===== src/rtl/stepper_move.sv =====
// Button-triggered A4988 stepper mover: each debounced press runs one fixed-length move
// (STEPS pulses) clockwise (s1) or counter-clockwise (s2) and tracks the net signed position.
module stepper_move #(
  parameter int unsigned STEPS           = 100,
  parameter int unsigned STEP_HIGH_CYC   = 100,
  parameter int unsigned STEP_PERIOD_CYC = 50000,
  parameter int unsigned DIR_SETUP_CYC   = 50,
  parameter int unsigned DEBOUNCE_CYC    = 500000,
  parameter int unsigned POS_W           = 16
) (
  input  logic             CLOCK_50,
  input  logic             reset_n,
  input  logic             s1,
  input  logic             s2,
  output logic             dir,
  output logic             step,
  output logic             busy,
  output logic [POS_W-1:0] position,
  output logic             red,
  output logic             green,
  output logic             blue
);

  localparam int unsigned DB_W    = $clog2(DEBOUNCE_CYC + 1);
  localparam int unsigned TMR_MAX = (DIR_SETUP_CYC > STEP_PERIOD_CYC) ? DIR_SETUP_CYC : STEP_PERIOD_CYC;
  localparam int unsigned TMR_W   = $clog2(TMR_MAX + 1);
  localparam int unsigned REM_W   = $clog2(STEPS + 1);

  typedef enum logic [1:0] {IDLE, SETUP, HIGH, LOW} state_t;

  // Button index 0 is s1 (cw), index 1 is s2 (ccw)
  logic [1:0]      meta_q, sync_q, stable_q, stable_d, press_c;
  logic [DB_W-1:0] db_cnt_q [2];
  logic [DB_W-1:0] db_cnt_d [2];

  state_t             state_q, state_d;
  logic [TMR_W-1:0]   timer_q, timer_d;
  logic [REM_W-1:0]   remaining_q, remaining_d;
  logic [POS_W-1:0]   position_q, position_d, pos_step_c;
  logic               dir_q, dir_d;
  logic               step_q, busy_q, red_q, green_q, blue_q;

  // Debounce: stable value flips only after DEBOUNCE_CYC consecutive differing samples
  always_comb begin
    for (int i = 0; i < 2; i++) begin
      db_cnt_d[i] = '0;
      stable_d[i] = stable_q[i];
      press_c[i]  = 1'b0;
      if (sync_q[i] != stable_q[i]) begin
        if (db_cnt_q[i] == DB_W'(DEBOUNCE_CYC - 1)) begin
          stable_d[i] = sync_q[i];
          press_c[i]  = ~sync_q[i];
        end else begin
          db_cnt_d[i] = db_cnt_q[i] + DB_W'(1);
        end
      end
    end
  end

  always_ff @(posedge CLOCK_50 or negedge reset_n) begin
    if (!reset_n) begin
      meta_q      <= 2'b11;
      sync_q      <= 2'b11;
      stable_q    <= 2'b11;
      db_cnt_q[0] <= '0;
      db_cnt_q[1] <= '0;
    end else begin
      meta_q      <= {s2, s1};
      sync_q      <= meta_q;
      stable_q    <= stable_d;
      db_cnt_q[0] <= db_cnt_d[0];
      db_cnt_q[1] <= db_cnt_d[1];
    end
  end

  assign pos_step_c = dir_q ? (position_q + POS_W'(1)) : (position_q - POS_W'(1));

  // Move sequencer; position and remaining update on every entry to HIGH
  always_comb begin
    state_d     = state_q;
    timer_d     = timer_q;
    remaining_d = remaining_q;
    dir_d       = dir_q;
    position_d  = position_q;
    unique case (state_q)
      IDLE: begin
        if (press_c[0] ^ press_c[1]) begin
          dir_d       = press_c[0];
          remaining_d = REM_W'(STEPS);
          timer_d     = '0;
          state_d     = SETUP;
        end
      end
      SETUP: begin
        if (timer_q == TMR_W'(DIR_SETUP_CYC - 1)) begin
          timer_d     = '0;
          state_d     = HIGH;
          position_d  = pos_step_c;
          remaining_d = remaining_q - REM_W'(1);
        end else begin
          timer_d = timer_q + TMR_W'(1);
        end
      end
      HIGH: begin
        if (timer_q == TMR_W'(STEP_HIGH_CYC - 1)) begin
          timer_d = '0;
          state_d = LOW;
        end else begin
          timer_d = timer_q + TMR_W'(1);
        end
      end
      LOW: begin
        if (timer_q == TMR_W'(STEP_PERIOD_CYC - STEP_HIGH_CYC - 1)) begin
          timer_d = '0;
          if (remaining_q != '0) begin
            state_d     = HIGH;
            position_d  = pos_step_c;
            remaining_d = remaining_q - REM_W'(1);
          end else begin
            state_d = IDLE;
          end
        end else begin
          timer_d = timer_q + TMR_W'(1);
        end
      end
      default: state_d = IDLE;
    endcase
  end

  always_ff @(posedge CLOCK_50 or negedge reset_n) begin
    if (!reset_n) begin
      state_q     <= IDLE;
      timer_q     <= '0;
      remaining_q <= '0;
      position_q  <= '0;
      dir_q       <= 1'b1;
      step_q      <= 1'b0;
      busy_q      <= 1'b0;
      red_q       <= 1'b0;
      green_q     <= 1'b0;
      blue_q      <= 1'b1;
    end else begin
      state_q     <= state_d;
      timer_q     <= timer_d;
      remaining_q <= remaining_d;
      position_q  <= position_d;
      dir_q       <= dir_d;
      step_q      <= (state_d == HIGH);
      busy_q      <= (state_d != IDLE);
      red_q       <= (state_d != IDLE) && dir_d;
      green_q     <= (state_d != IDLE) && !dir_d;
      blue_q      <= (state_d == IDLE);
    end
  end

  assign dir      = dir_q;
  assign step     = step_q;
  assign busy     = busy_q;
  assign position = position_q;
  assign red      = red_q;
  assign green    = green_q;
  assign blue     = blue_q;

endmodule


===== config.mk =====
export PLATFORM = sky130hd
export DESIGN_NAME = stepper_move
export DESIGN_NICKNAME = d
export VERILOG_FILES = /design/src/rtl/stepper_move.sv
export SDC_FILE = /design/constraint.sdc
export NUM_CORES = 1
export LEC_CHECK = 0
export ABC_AREA = 1
export CAP_MARGIN = 30
export CORE_AREA = 5 5 105 107
export DETAILED_ROUTE_END_ITERATION = 10
export DIE_AREA = 0 0 110 112
export DONT_BUFFER_PORTS = 1
export GPL_TIMING_DRIVEN = 0
export PLACE_DENSITY = 0.75
export SLEW_MARGIN = 20
export SYNTH_ARGS = -nofsm -noshare
export SYNTH_HDL_FRONTEND = slang
export SYNTH_SLANG_ARGS = --single-unit

===== constraint.sdc =====
create_clock -name CLOCK_50 -period 2 [get_ports CLOCK_50]
set_input_delay 0.4 -clock CLOCK_50 [delete_from_list [all_inputs] [get_ports CLOCK_50]]
set_output_delay 0.4 -clock CLOCK_50 [all_outputs]
set_load 0.005 [all_outputs]

==> results.md, run 1 <==
* Slew at the pin closest to its max-slew limit at 591 ps
* Post-synthesis share of cell area spent on xor and xnor gates at 5.00%
* Pin count of the biggest net entering global routing at 92
* Final period demand of the worst path at 2390 ps
* Average wire per cell in the routed design at 14.6 um
* Final cell count without fillers at 917
* Standard-cell row count at 37
* Leftover overflow at the end of global routing at 0
* Floorplan die area at 12300 um2
* Y dimension of the die at 112 um
* Register area share after synthesis at 40.8%
* Post-CTS Hold Buffers at 2
* Status: finished with violations
* Growth of design area from synthesis to finish at 17.7%
* DRC marker count from the first detailed-route iteration at 385
* Worst VDD drop at 0.554 mV
* Total number of yosys warnings at 0
* Number of clock buffers inserted by TritonCTS at 9
* Iteration count of the initial detailed-routing pass at 5
* Basic-gate share of the synthesized area counting and, or, nand and nor cells at 34.1%
* CTS H-tree lvls at 3
* Worst Setup Slack, final at -390 ps
* Share of synthesized cell area in full adder, half adder and majority cells at 4.83%
* Share of synthesized registers carrying an async set or reset at 100%
* Number of register bits inferred by synthesis at 91
* Port Buffers at 0
* Top post-synthesis cells by count: 176 x sky130_fd_sc_hd__nand2_1, 101 x sky130_fd_sc_hd__nor2_1, 83 x sky130_fd_sc_hd__dfrtp_1, 81 x sky130_fd_sc_hd__inv_1, 69 x sky130_fd_sc_hd__nand3_1
* Min Hold Slack at -299 ps
* Initial core utilization at 55.7%
* Start-to-end type of the worst setup path: flip-flop to flip-flop
* Critical Path Fanout Max at 6
* Setup repair after global routing missed its margin: yes
* Layout Nets at 801
* Part of the cycle the worst path needs at 120%
* Total DRC errors in the routed layout at 0
* CTS Root Cell: sky130_fd_sc_hd__clkbuf_8
* Critical path data required time at 2280 ps
* Initial antenna violation count at 0
* Compound-cell area share of the yosys netlist at 8.09%
* Distinct cells, synth at 41
* Timing-limited maximum frequency at 418 MHz
* Leading cell type by number of instances after synthesis: sky130_fd_sc_hd__nand2_1
* Reg-to-reg setup timing slack at -390 ps
* Floorplan die width at 110 um
* GP Congestion at 0.924
* Pre-CTS WS at -661 ps
* Endpoints failing hold at 91
* Clock latency on the worst-skew pair at 380 ps
* Deepest clock path buffer count at 2
* Power Density at 489 nW/um2
* Top Ports at 26
* Share of the synthesized area in the top cell type at 37.1%
* Ys flop type: sky130_fd_sc_hd__dfrtp_1
* Reported leakage power at 3.16 nW
* Capturing point of the worst reg2reg path: position[13]
* Worst R2R Start: dir
* Arr. time, crit path at 2670 ps
* Total Wirelength at 13.4 mm
* Combinational family with the most area after synthesis: simple AND/OR/NAND/NOR gates
* Fin Clk Skew at 15.8 ps
* Multi-input logic area at 3280 um2
* Number of antenna-violating nets in the routed design at 0
* Via count of the first global-routing pass at 5016
* Final Max Slew Viols at 0
* Layout Cell Area excl Fill at 6590 um2
* Placed cells at 878
* R2R depth at 12
* Max Cap Viol at 0
* Failing checks: hold timing, setup timing
* Share of final-layout standard cells stronger than drive strength 1 at 19.2%
* Final-report setup violation count at 13
* Tot GR Track Use at 23.2%
* Tightest slew margin relative to the limit at 60.5%
* Area post-placement at 5770 um2
* Synth area leaders: sky130_fd_sc_hd__dfrtp_1 37%, sky130_fd_sc_hd__nand2_1 12%, sky130_fd_sc_hd__nor2_1 6.8%
* Clock-pin slew on the worst setup and hold paths at 90 ps
* Cell count after synthesis at 742
* Number of fill cells at 815
* CTS sink cnt at 91
* Avg Inst Size Synth at 7.55 um2
* Number of vias per cell after detailed routing at 5.47
* Dominant cell type by area after synthesis: sky130_fd_sc_hd__dfrtp_1
* Share of the core filled with cells in the final layout at 65.6%
* Area taken by flip-flops and latches at 2290 um2
* Via count at 5018
* Startpoint kind of the worst setup timing path: flip-flop
* DP HPWL at 8.77 mm
* First-pass GRT wire length at 22.9 mm
* Diode count at 0
* Core Region at 10000 um2
* Number of enable flip-flop cells after synthesis at 0
* Path class of the lowest-slack min-delay path: primary input to asynchronous set/reset pin
* Setup crit end kind: flip-flop
* TritonCTS clock tree: built
* Post-Syn Area at 5600 um2
* Fraction of synthesized area in multiplexers at 0.201%
* Mapped Nets at 767
## layout by cell type, fill, tap and decap left out, types with 16 or more instances in the layout
cell and n:
sky130_fd_sc_hd__a21oi_1 17, sky130_fd_sc_hd__dfrtp_1 83, sky130_fd_sc_hd__inv_1 80, sky130_fd_sc_hd__nand2_1 165, sky130_fd_sc_hd__nand2_2 16, sky130_fd_sc_hd__nand3_1 63, sky130_fd_sc_hd__nand4_1 18, sky130_fd_sc_hd__nor2_1 95
sky130_fd_sc_hd__nor3_1 18, sky130_fd_sc_hd__xor2_1 21
## critical path, stage by stage (launching register included)
cell and delay, ps:
sky130_fd_sc_hd__dfstp_2 660, sky130_fd_sc_hd__clkinvlp_4 160, sky130_fd_sc_hd__buf_12 160, sky130_fd_sc_hd__buf_16 140, sky130_fd_sc_hd__ha_4 310, sky130_fd_sc_hd__nand2_2 90
sky130_fd_sc_hd__a21oi_1 150, sky130_fd_sc_hd__nor2_1 100, sky130_fd_sc_hd__o21a_1 220, sky130_fd_sc_hd__nand2_2 70, sky130_fd_sc_hd__nand2_1 50, sky130_fd_sc_hd__nand3_1 110
sky130_fd_sc_hd__nand2_1 60
## stage by stage
| step | power [mW] | TNS (ps) |
|---|---|---|
| after global placement | 1.94 | -4280 |
| after CTS | 3.26 | -2250 |
| after floorplan | 1.93 | -309 |
| final | 3.23 | -3140 |
| after global routing | 3.36 | -4740 |
| after detailed placement | 1.94 | -4390 |
## kinds of logic (layout without fill, tap and decap cells)
family                   count (synthesis)  count (layout)
flip-flops                              91              91
multiplexers                             1               1
AND/OR/NAND/NOR                        426             426
XOR/XNOR                                32              32
buffers and inverters                   98             137
adder cells (fa/ha/maj)                 21              21
AO/OA/AOI/OAI                           73              73
## per-layer routing
metal,global-route usage (%),share of wire (%),up-vias,wire [um]
met5,0,0,-,0
met4,9.14,2.4,0,322
met3,5.57,5.4,35,730
met2,38.9,50,140,6700
met1,28.4,42,2357,5650
li1,-,-,2486,-
## power breakdown
group	internal [mW]	leakage (nW)	switching, mW
sequential	1.86	1.24	0.0101
combinational	0.0158	1.82	0.0263
clock	0.644	0.0986	0.674
total	2.52	3.16	0.710
## repair_timing
action | CTS | global route
endpoints found under the hold margin | 93 | 91
cloned | 1 | 0
buffers inserted | 19 | 3
gates resized for setup | 55 | 33
setup endpoints to repair | 13 | 45
pin swaps | 26 | 15
## final cells by class
class | instances | share of cell area [%]
buffer | 6 | 0.759
clock buffer | 12 | 2.35
clock inverter | 4 | 0.759
inverter | 90 | 5.18
multi-input combinational | 553 | 49.8
sequential | 91 | 34.7
tap | 136 | 2.58
timing repair buffer | 25 | 3.87
## sequential cells by signal, summed over array words and instances (netlist names)
register	cells
blue	1
busy	1
db_cnt_q	38
dir	1
green	1
meta_q	2
position	16
red	1
remaining_q	7
stable_q	2
state_q	2
step	1
sync_q	2
timer_q	16
## worst max path at each step
stage                     start      endpoint  slack [ps]  cells after the start
after floorplan             dir   position[8]        -190                      9
after global placement      dir   position[8]        -640                      9
after detailed placement    dir   position[8]        -660                      9
after CTS                   dir  position[15]        -250                     13
after global routing        dir  position[13]        -540                     12
final                       dir  position[13]        -390                     12
(Power assumes the default switching activity.)
==> run 2, diff against run 1 <==
--- a/config.mk
+++ b/config.mk
@@ -6,13 +6,14 @@
 export NUM_CORES = 1
 export LEC_CHECK = 0
 export ABC_AREA = 1
+export ABC_CLOCK_PERIOD_IN_PS = 2000
 export CAP_MARGIN = 30
 export CORE_AREA = 5 5 105 107
 export DETAILED_ROUTE_END_ITERATION = 10
 export DIE_AREA = 0 0 110 112
 export DONT_BUFFER_PORTS = 1
 export GPL_TIMING_DRIVEN = 0
-export PLACE_DENSITY = 0.75
+export PLACE_DENSITY = 0.73
 export SLEW_MARGIN = 20
 export SYNTH_ARGS = -nofsm -noshare
 export SYNTH_HDL_FRONTEND = slang
==> results.md, run 2 (synthesis results as in run 1) <==
* CTS Root Cell: sky130_fd_sc_hd__clkbuf_8
* Iteration count of the initial detailed-routing pass at 6 (+1)
* Start-to-end type of the worst setup path: flip-flop to flip-flop
* Register name with the most flops: db_cnt_q
* Final Max Slew Viols at 0 (unchanged)
* Diode count at 0 (unchanged)
* Setup crit end kind: flip-flop
* Most common library cell in the layout ignoring fill and taps: sky130_fd_sc_hd__nand2_1
* Total Wirelength at 13.2 mm (-1.2%)
* Tot GR Track Use at 21.7% (-1.5 points)
* Failing checks: hold timing, setup timing
* Growth of design area from synthesis to finish at 17.2%
* Arr. time, crit path at 2670 ps (about the same)
* GP Congestion at 0.944 (+2.2%)
* Final-report setup violation count at 13 (unchanged)
* Via count at 5031 (+0.26%)
* Initial core utilization at 55.7% (unchanged)
* Total DRC errors in the routed layout at 0 (unchanged)
* Share of final-layout standard cells stronger than drive strength 1 at 19.4% (+0.17 points)
* Leftover overflow at the end of global routing at 0 (unchanged)
* Via count of the first global-routing pass at 4707 (-6.2%)
* CTS sink cnt at 91 (unchanged)
* Number of antenna-violating nets in the routed design at 0 (unchanged)
* DRC marker count from the first detailed-route iteration at 319 (-17%)
* Floorplan die width at 110 um (unchanged)
* Reported leakage power at 3.14 nW (-0.77%)
* Layout Cell Area excl Fill at 6560 um2 (-0.44%)
* Initial antenna violation count at 0 (unchanged)
* Floorplan die area at 12300 um2 (unchanged)
* Y dimension of the die at 112 um (unchanged)
* Min Hold Slack at -307 ps (-8.05 ps)
* Clock latency on the worst-skew pair at 390 ps (about the same)
* Layout Nets at 794 (-0.87%)
* Deepest clock path buffer count at 2 (unchanged)
* Part of the cycle the worst path needs at 120% (+0.15 points)
* Number of clock buffers inserted by TritonCTS at 9 (unchanged)
* Status: finished with violations
* Critical Path Fanout Max at 7 (+1)
* Pin count of the biggest net entering global routing at 92 (unchanged)
* Met1 Wirelength at 5.98 mm (+5.9%)
* Final period demand of the worst path at 2390 ps (+3.04 ps)
* Endpoints failing hold at 91 (unchanged)
* Clock-pin slew on the worst setup and hold paths at 100 ps (about the same)
* Highest metal layer used by the detailed router: met4
* Fin Clk Skew at 18.3 ps (+2.53 ps)
* Routed wire length on met2 at 6.09 mm (-9.1%)
* Routed wl met3 at 659 um (-9.7%)
* Timing-limited maximum frequency at 418 MHz (-0.13%)
* Standard-cell row count at 37 (unchanged)
* CTS H-tree lvls at 3 (unchanged)
* Average wire per cell in the routed design at 14.6 um (-0.40%)
* Port Buffers at 0 (unchanged)
* Number of flip-flops under the largest register name at 38 (unchanged)
* Post-CTS Hold Buffers at 2 (unchanged)
* Power Density at 530 nW/um2 (+8.4%)
* First-pass GRT wire length at 21.3 mm (-7.1%)
* Slew at the pin closest to its max-slew limit at 588 ps (-3.36 ps)
* DP HPWL at 8.70 mm (-0.77%)
* Commonest cells after routing, fill and taps aside: 163 x sky130_fd_sc_hd__nand2_1, 91 x sky130_fd_sc_hd__nor2_1, 82 x sky130_fd_sc_hd__dfrtp_1, 79 x sky130_fd_sc_hd__inv_1, 63 x sky130_fd_sc_hd__nand3_1
* Max Cap Viol at 0 (unchanged)
* Tightest slew margin relative to the limit at 60.7% (+0.22 points)
* Critical path data required time at 2280 ps (about the same)
* Top Ports at 26 (unchanged)
* Area post-placement at 5770 um2 (unchanged)
* Number of vias per cell after detailed routing at 5.53 (+1.0%)
* Worst VDD drop at 0.470 mV (-15%)
* Worst Setup Slack, final at -393 ps (-3.04 ps)
* TritonCTS clock tree: built
* Setup repair after global routing missed its margin: yes
* Startpoint kind of the worst setup timing path: flip-flop
* Core Region at 10000 um2 (unchanged)
* Path class of the lowest-slack min-delay path: primary input to asynchronous set/reset pin
-- run 2: cell types whose count changed in the layout (fill, tap and decap cells not counted), moves of 3 or more --
cell and delta:
sky130_fd_sc_hd__o21ai_0 +3, sky130_fd_sc_hd__nor2_1 -4, sky130_fd_sc_hd__buf_4 -5, sky130_fd_sc_hd__o21ai_1 -3
sky130_fd_sc_hd__nor2_2 +5
-- run 2: path summary, 6_finish.rpt --
| kind | from | endpoint | slack, ps | depth (start not counted) |
|---|---|---|---|---|
| min reg2reg | meta_q[0] | sync_q[0] | 340 | 0 |
| max | dir | position[13] | -390 | 11 |
| min | reset_n | db_cnt_q[23] | -310 | 0 |
| max in group asynchronous | reset_n | stable_q[0] | 2080 | 0 |
| min in group CLOCK_50 | meta_q[0] | sync_q[0] | 340 | 0 |
| max reg2reg | dir | position[13] | -390 | 11 |
-- run 2: area by class of cell --
type | count | area (um2)
Tap cell | 136 | 170
Fill cell | 817 | 3480
Multi-Input combinational cell | 553 | 3300
Sequential cell | 91 | 2290
Clock buffer | 11 | 141
Buffer | 7 | 48.8
Clock inverter | 5 | 110
Timing Repair Buffer | 17 | 164
Inverter | 90 | 342
-- run 2: worst max-delay path, cell delays in order, from the launching register on --
cell and delay, ps:
sky130_fd_sc_hd__dfstp_2 630, sky130_fd_sc_hd__clkinvlp_4 260, sky130_fd_sc_hd__buf_12 240, sky130_fd_sc_hd__ha_4 300, sky130_fd_sc_hd__nand2_1 110, sky130_fd_sc_hd__a21oi_1 190, sky130_fd_sc_hd__nor2_2 70, sky130_fd_sc_hd__o21a_1 190
sky130_fd_sc_hd__nand2_1 90, sky130_fd_sc_hd__nand2_1 60, sky130_fd_sc_hd__nand3_2 90, sky130_fd_sc_hd__nand2_1 60
-- run 2: layer usage --
layer,up-vias,global-route usage [%]
met5,-,0
li1,2472,-
met1,2363,29.1
met3,39,3.59
met2,157,34.0
met4,0,9.73
-- run 2: through the flow --
step                instances  setup slack (ps)  power, mW  utilization, %  setup TNS, ps
floorplan                 742              -189       1.93               -           -309
global placement          878              -616       1.94            57.4          -3820
detailed placement        878              -672       1.94            57.4          -4060
CTS                       905              -264       3.51            62.7          -2050
global route              910              -502       3.60            65.3          -4700
finish                    910              -393       3.48            65.3          -3410
-- run 2: repair_timing --
item,CTS,global route
endpoints found under the setup margin,13,47
pin swaps,7,27
hold endpoints to repair,93,91
gates cloned,0,0
buffers inserted,10,5
resized for setup,28,61
-- run 2: power by group --
part / switching, mW / total (mW) / internal (mW) / leakage [nW]
Combinational: 0.0264 / 0.0439 / 0.0175 / 1.77
Clock: 0.694 / 1.57 / 0.876 / 0.126
Sequential: 0.0114 / 1.87 / 1.86 / 1.24
